**src/rtl/ab_seq_pkg.sv**
```systemverilog
// Shared types and constants for the a-then-b pair sequence generator.
package ab_seq_pkg;

   typedef enum logic [2:0] {
      IDLE   = 3'd0,
      SEND_A = 3'd1,
      SEND_B = 3'd2,
      GAP    = 3'd3,
      DONE   = 3'd4
   } state_t;

   localparam int MIN_GAP = 1;

endpackage

```
**src/rtl/ab_sequence_generator.sv**
```systemverilog
// Emits a burst of a-then-b pulse pairs separated by idle gap cycles, then a one-cycle done.
// Optional loopback checker on q_in/err is enabled by defining LOOPBACK_CHECK_EN.
//
// state  | meaning
// IDLE   | waiting for start; count/gap captured on acceptance
// SEND_A | a high for one cycle
// SEND_B | b high for one cycle; pair counter decrements
// GAP    | idle cycles between pairs (at least MIN_GAP)
// DONE   | one-cycle done pulse, start ignored here
module ab_sequence_generator
   import ab_seq_pkg::*;
#(
   parameter int CNT_W = 4,
   parameter int GAP_W = 3
) (
   input  logic             CLK,
   input  logic             reset,
   input  logic             start,
   input  logic [CNT_W-1:0] count,
   input  logic [GAP_W-1:0] gap,
   output logic             a,
   output logic             b,
   output logic             busy,
   output logic             done
`ifdef LOOPBACK_CHECK_EN
   ,
   input  logic             q_in,
   output logic             err
`endif
);

   state_t           state;
   state_t           next_state;
   logic [CNT_W-1:0] pair_cnt;
   logic [GAP_W-1:0] gap_reg;
   logic [GAP_W-1:0] gap_cnt;
   logic             accept;
   logic             last_pair;
   logic             gap_done;
   logic [GAP_W-1:0] gap_eff;

   assign accept    = (state == IDLE) && start;
   assign last_pair = (pair_cnt == CNT_W'(1));
   assign gap_done  = (gap_cnt == GAP_W'(1));
   assign gap_eff   = (gap < GAP_W'(MIN_GAP)) ? GAP_W'(MIN_GAP) : gap;

   always_ff @(posedge CLK or posedge reset) begin
      if (reset) begin
         state <= IDLE;
      end else begin
         state <= next_state;
      end
   end

   always_comb begin
      next_state = state;
      case (state)
         IDLE: begin
            if (start) begin
               next_state = (count == '0) ? DONE : SEND_A;
            end
         end
         SEND_A:  next_state = SEND_B;
         SEND_B:  next_state = last_pair ? DONE : GAP;
         GAP: begin
            if (gap_done) begin
               next_state = SEND_A;
            end
         end
         DONE:    next_state = IDLE;
         default: next_state = IDLE;
      endcase
   end

   // Counters never wrap: decrements are guarded by a nonzero check.
   always_ff @(posedge CLK or posedge reset) begin
      if (reset) begin
         pair_cnt <= '0;
         gap_reg  <= '0;
         gap_cnt  <= '0;
      end else begin
         if (accept) begin
            pair_cnt <= count;
            gap_reg  <= gap_eff;
         end else if (state == SEND_B && pair_cnt != '0) begin
            pair_cnt <= pair_cnt - CNT_W'(1);
         end

         if (state == SEND_B) begin
            gap_cnt <= gap_reg;
         end else if (state == GAP && gap_cnt != '0) begin
            gap_cnt <= gap_cnt - GAP_W'(1);
         end
      end
   end

   assign a    = (state == SEND_A);
   assign b    = (state == SEND_B);
   assign done = (state == DONE);
   assign busy = (state != IDLE);

`ifdef LOOPBACK_CHECK_EN
   logic after_b;
   logic err_q;
   logic violation;

   // q_in must be high exactly in the cycle following each b, and low in every other busy cycle.
   assign violation = (state != IDLE) && (after_b ? !q_in : q_in);
   assign err       = err_q | violation;

   always_ff @(posedge CLK or posedge reset) begin
      if (reset) begin
         after_b <= 1'b0;
         err_q   <= 1'b0;
      end else begin
         after_b <= (state == SEND_B);
         if (accept) begin
            err_q <= 1'b0;
         end else if (violation) begin
            err_q <= 1'b1;
         end
      end
   end
`endif

endmodule

```
**config.mk**
```make
export PLATFORM = sky130hd
export DESIGN_NAME = ab_sequence_generator
export DESIGN_NICKNAME = d
export VERILOG_FILES = /design/src/rtl/ab_seq_pkg.sv /design/src/rtl/ab_sequence_generator.sv
export SDC_FILE = /design/constraint.sdc
export NUM_CORES = 1
export LEC_CHECK = 0
export ABC_AREA = 1
export CORE_MARGIN = 2
export CORE_UTILIZATION = 30
export CTS_CLUSTER_SIZE = 25
export DETAILED_ROUTE_END_ITERATION = 10
export MAX_ROUTING_LAYER = met4
export PLACE_DENSITY = 0.5
export SLEW_MARGIN = 20
export SYNTH_ARGS = -nofsm -noshare
export SYNTH_HDL_FRONTEND = slang
export SYNTH_SLANG_ARGS = --single-unit
```
**constraint.sdc**
```tcl
create_clock -name CLK -period 3.1 [get_ports CLK]
set_input_delay 0.465 -clock CLK [delete_from_list [all_inputs] [get_ports CLK]]
set_output_delay 0.465 -clock CLK [all_outputs]
set_load 0.01 [all_outputs]
```
# Word level (Yosys, flattened, before mapping)

Cells that the tools add are included.

$add $sub $neg: 2
$lt $le $gt $ge: 1
Equal/unequal tests: 8
Multiplexer cells: 10
Reductions and logical operators: 11

Operator list:

| cell                                                                          | count |
|---|---|
| 3-bit two-way mux                                                             | 7 |
| 3-bit case mux with 4 select lines                                            | 1 |
| 4-bit two-way mux                                                             | 2 |
| 3-bit by 1-bit == test with 1-bit output (second input constant)              | 2 |
| 3-bit by 2-bit == test with 1-bit output (second input constant)              | 2 |
| 3-bit nonzero test                                                            | 2 |
| 4-bit by 1-bit == test with 1-bit output (second input constant)              | 1 |
| 4-bit zero test                                                               | 1 |
| 2-bit != test (second input constant)                                         | 2 |
| 2-bit nonzero test                                                            | 2 |
| 4-bit nonzero test                                                            | 1 |
| 4-bit by 1-bit subtractor with 4-bit output (second input constant)           | 1 |
| 3-bit == test (second input constant)                                         | 1 |
| 1-bit logical AND                                                             | 3 |
| 3-bit zero test                                                               | 1 |
| 3-bit by 1-bit less-than comparator with 1-bit output (second input constant) | 1 |
| 3-bit by 1-bit subtractor with 3-bit output (second input constant)           | 1 |
| 2-bit AND reduction                                                           | 1 |

Register bits after elaboration: 13
Input bits: 10
Output and inout bits: 4
Word-level logic and storage cells: 36

# Longest topological paths before layout

Depth in word-level cells: 4
Depth in mapped cells: 8
Mapped depth without buffers: 8

# Worst setup path after synthesis

OpenSTA, ideal clock, no wires.

Path kind: register to output
Start: register state[2]
End: output a
Arrival time: 0.818 ns
Required time: 2.635 ns
Setup slack: 1.817 ns
Cell stages (with the launch flop): 2
Buffers on the path: 0
Cells stage by stage: dfrtp_1 > nor3_1

Longest elaborated chain between the ends: 1

Ends and longest elaborated chain:

| element                                  | RTL line                    | source |
|---|---|---|
| start: declaration                       | ab_sequence_generator.sv:32 | `state_t state;` |
| start signal: assignment                 | ab_sequence_generator.sv:51 | `state <= next_state;` |
| 3-bit by 1-bit == test with 1-bit output | ab_sequence_generator.sv:97 | `assign a = (state == SEND_A);` |
| end: declaration                         | ab_sequence_generator.sv:21 | `output logic a,` |

No other way between the ends.

# Final worst setup path

Ends and elaborated chain as after synthesis.

==> impl_metrics.tcl <==
set metrics [dict create \
    finClkSkew_ns 0.000708 \
    syn_avg_cell_area_um2 7.01 \
    drc 0 \
    detail_route.wl_per_cell_um 9.94 \
    portBuffers 13 \
    fillCellCount 305 \
    grt_overflow 0 \
    worstMarginPinSlew_ns 0.532 \
    yosysTopAreaCell "dfrtp_1" \
    core_area_um2 2710 \
    regMostFlops "pair_cnt" \
    viasPerCell 4.43 \
    setup_ws_ns 0.978 \
    drt-total-wl_mm 1.68 \
    cts.path.max_buffers 2 \
    drive_above_1_share_pct 5.07 \
    num_antenna_cells 0 \
    p_per_area_nw_per_um2 945 \
    antenna_found_initial 0 \
    ys_warn_count 0 \
    max_freq_mhz 471 \
    finalNonFillerCells 169 \
    place_area_um2 1020 \
    netlist_instances 121 \
    setup_violations 0 \
    min_from "pair_cnt[1]$_DFFE_PP0P_" \
    max-cap-violations 0 \
    report.final.hold_viol_count 0 \
    die_area_um2 3270 \
    crit_start "state[2]$_DFFE_PP0P_" \
    die_w_um 57.2 \
    cts.sinks 13 \
    grt_max_degree 14 \
    nNetsFinal 155 \
    ir_drop_uv 497 \
    min_period_over_period_pct 68.5 \
    outcome "finished clean" \
    grt_pass1_wl_mm 2.90 \
    endpoint_kind "output port" \
    clockRootBuffer "clkbuf_4" \
    postRouteAntennaNets 0 \
    r2r_start "state[0]$_DFFE_PP0P_" \
    htree_levels 1 \
    worst_ep_arrival_time_ns 1.66 \
    finalCriticalPeriod_ns 2.12 \
    ys_ff_latch 13 \
    cts_resized 0 \
    clk_pin_slew_worst_paths_ns 0.08 \
    die_y_um 57.2 \
    cp_max_fo 6 \
    tritoncts "built" \
    ctsHoldBuffers 0 \
    ys_top_cells_by_area "dfrtp_1 (38%), nand2_1 (17%), inv_1 (9.3%)" \
    cp-start-kind "flop" \
    initial_utilization_pct 31.3 \
    clock_latency_ns 0.27 \
    syn_area_um2 848 \
    power_leakage_uw 0.000560 \
    drt_iter0_drc 8 \
    largest_register_ffs 4 \
    seq_area_frac_synth_pct 38.3 \
    syn2layout_area_growth_pct 23.0 \
    vias 749 \
    critPathKind "flop to output port" \
    hold_class "flop to flop" \
    fp-row-count 19 \
    pre_cts_slack_ns 1.28 \
    grt_pass1_vias 678 \
    drtPass1Iterations 4 \
    fin_area_um2 1040 \
    grt_usage_pct 11.8 \
    multiInputGateArea_um2 444 \
    post_cts_buffers 0 \
    totalPowerFinal_uw 986 \
    dp.final_hpwl_mm 1.32 \
    relSlewSlack_pct 64.5 \
    synth_cell_types 16 \
    synth_top_area_share_pct 38.3 \
    critPathRequiredTime_ns 2.63 \
    io_pins 14 \
    slew_viol_final 0 \
    rsz0062_at_grt "false" \
    cts_made_buffers 3 \
    final.setup.tns_ns 0 \
    dp_cells 165 \
    synthesis.nets 137 \
    gp_congestion 0.783 \
    seqCellArea_um2 325 \
]
## power breakdown
part	internal, uW	total, uW	switching, uW
Clock	49.8	105	55.6
Combinational	224	564	340
Sequential	254	317	62.8
Total	528	986	458
## critical path, stage by stage, from the launching register on
cell             delay, ns
dfrtp_1               0.48
nor3_1                0.31
clkdlybuf4s50_1       0.59
## cell usage in the layout (no fill, tap or decap)
cell type,netlist,routed
o21ai_0,6,6
nand3b_1,1,1
xnor2_1,1,1
nor3_1,1,1
nand3_2,1,1
nor2_4,2,2
ha_1,6,6
xor2_1,1,1
nand2_1,38,38
nor2_1,16,16
inv_1,21,21
dfrtp_1,13,13
clkbuf_4,0,3
nand3_1,10,10
clkdlybuf4s50_1,0,13
nand4_1,2,2
clkbuf_1,0,1
nand2_2,1,1
a21oi_1,1,1
## cell families after synthesis
kind of cell | synth area share, %
simple gates | 37.3
buf+inv | 9.29
flops | 38.3
compound gates | 4.13
fa+ha+maj | 8.85
xor+xnor | 2.07
## layer usage
layer / GRT usage [%] / vias up / share of wire, %
li1: - / 407 / -
met1: 14.6 / 331 / 48
met2: 18.7 / 9 / 47
met3: 2.04 / 2 / 3.5
met4: 5.98 / 0 / 0.77
met5: - / - / 0
## metrics by stage
stage,hold WS (ns),util [%]
floorplan,0.342,-
global placement,0.464,37.5
detailed placement,0.471,37.5
CTS,0.490,38.5
global route,0.502,38.5
finish,0.485,38.5
## cell usage after synthesis
cell type / instances
a21oi_1: 1
dfrtp_1: 13
ha_1: 6
inv_1: 21
nand2_1: 38
nand2_2: 1
nand3_1: 10
nand3_2: 1
nand3b_1: 1
nand4_1: 2
nor2_1: 16
nor2_4: 2
nor3_1: 1
o21ai_0: 6
xnor2_1: 1
xor2_1: 1
## area by class of cell
cell class / instances / share of cell area (%)
tap: 31 / 3.72
timing repair buffer: 13 / 12.5
inverter: 21 / 7.55
clock buffer: 4 / 2.52
multi-input combinational: 87 / 42.6
sequential: 13 / 31.2
## final timing paths
check | to | slack [ns] | cells after the start
max | a | 0.98 | 2
min | pair_cnt[1]$_DFFE_PP0P_ | 0.48 | 2
max reg2reg | pair_cnt[2]$_DFFE_PP0P_ | 1.82 | 8
min reg2reg | pair_cnt[1]$_DFFE_PP0P_ | 0.48 | 2
max in group asynchronous | gap_cnt[1]$_DFFE_PP0P_ | 2.23 | 2
min in group asynchronous | pair_cnt[2]$_DFFE_PP0P_ | 0.52 | 2
No activity file was read; power rests on OpenSTA's default activity.
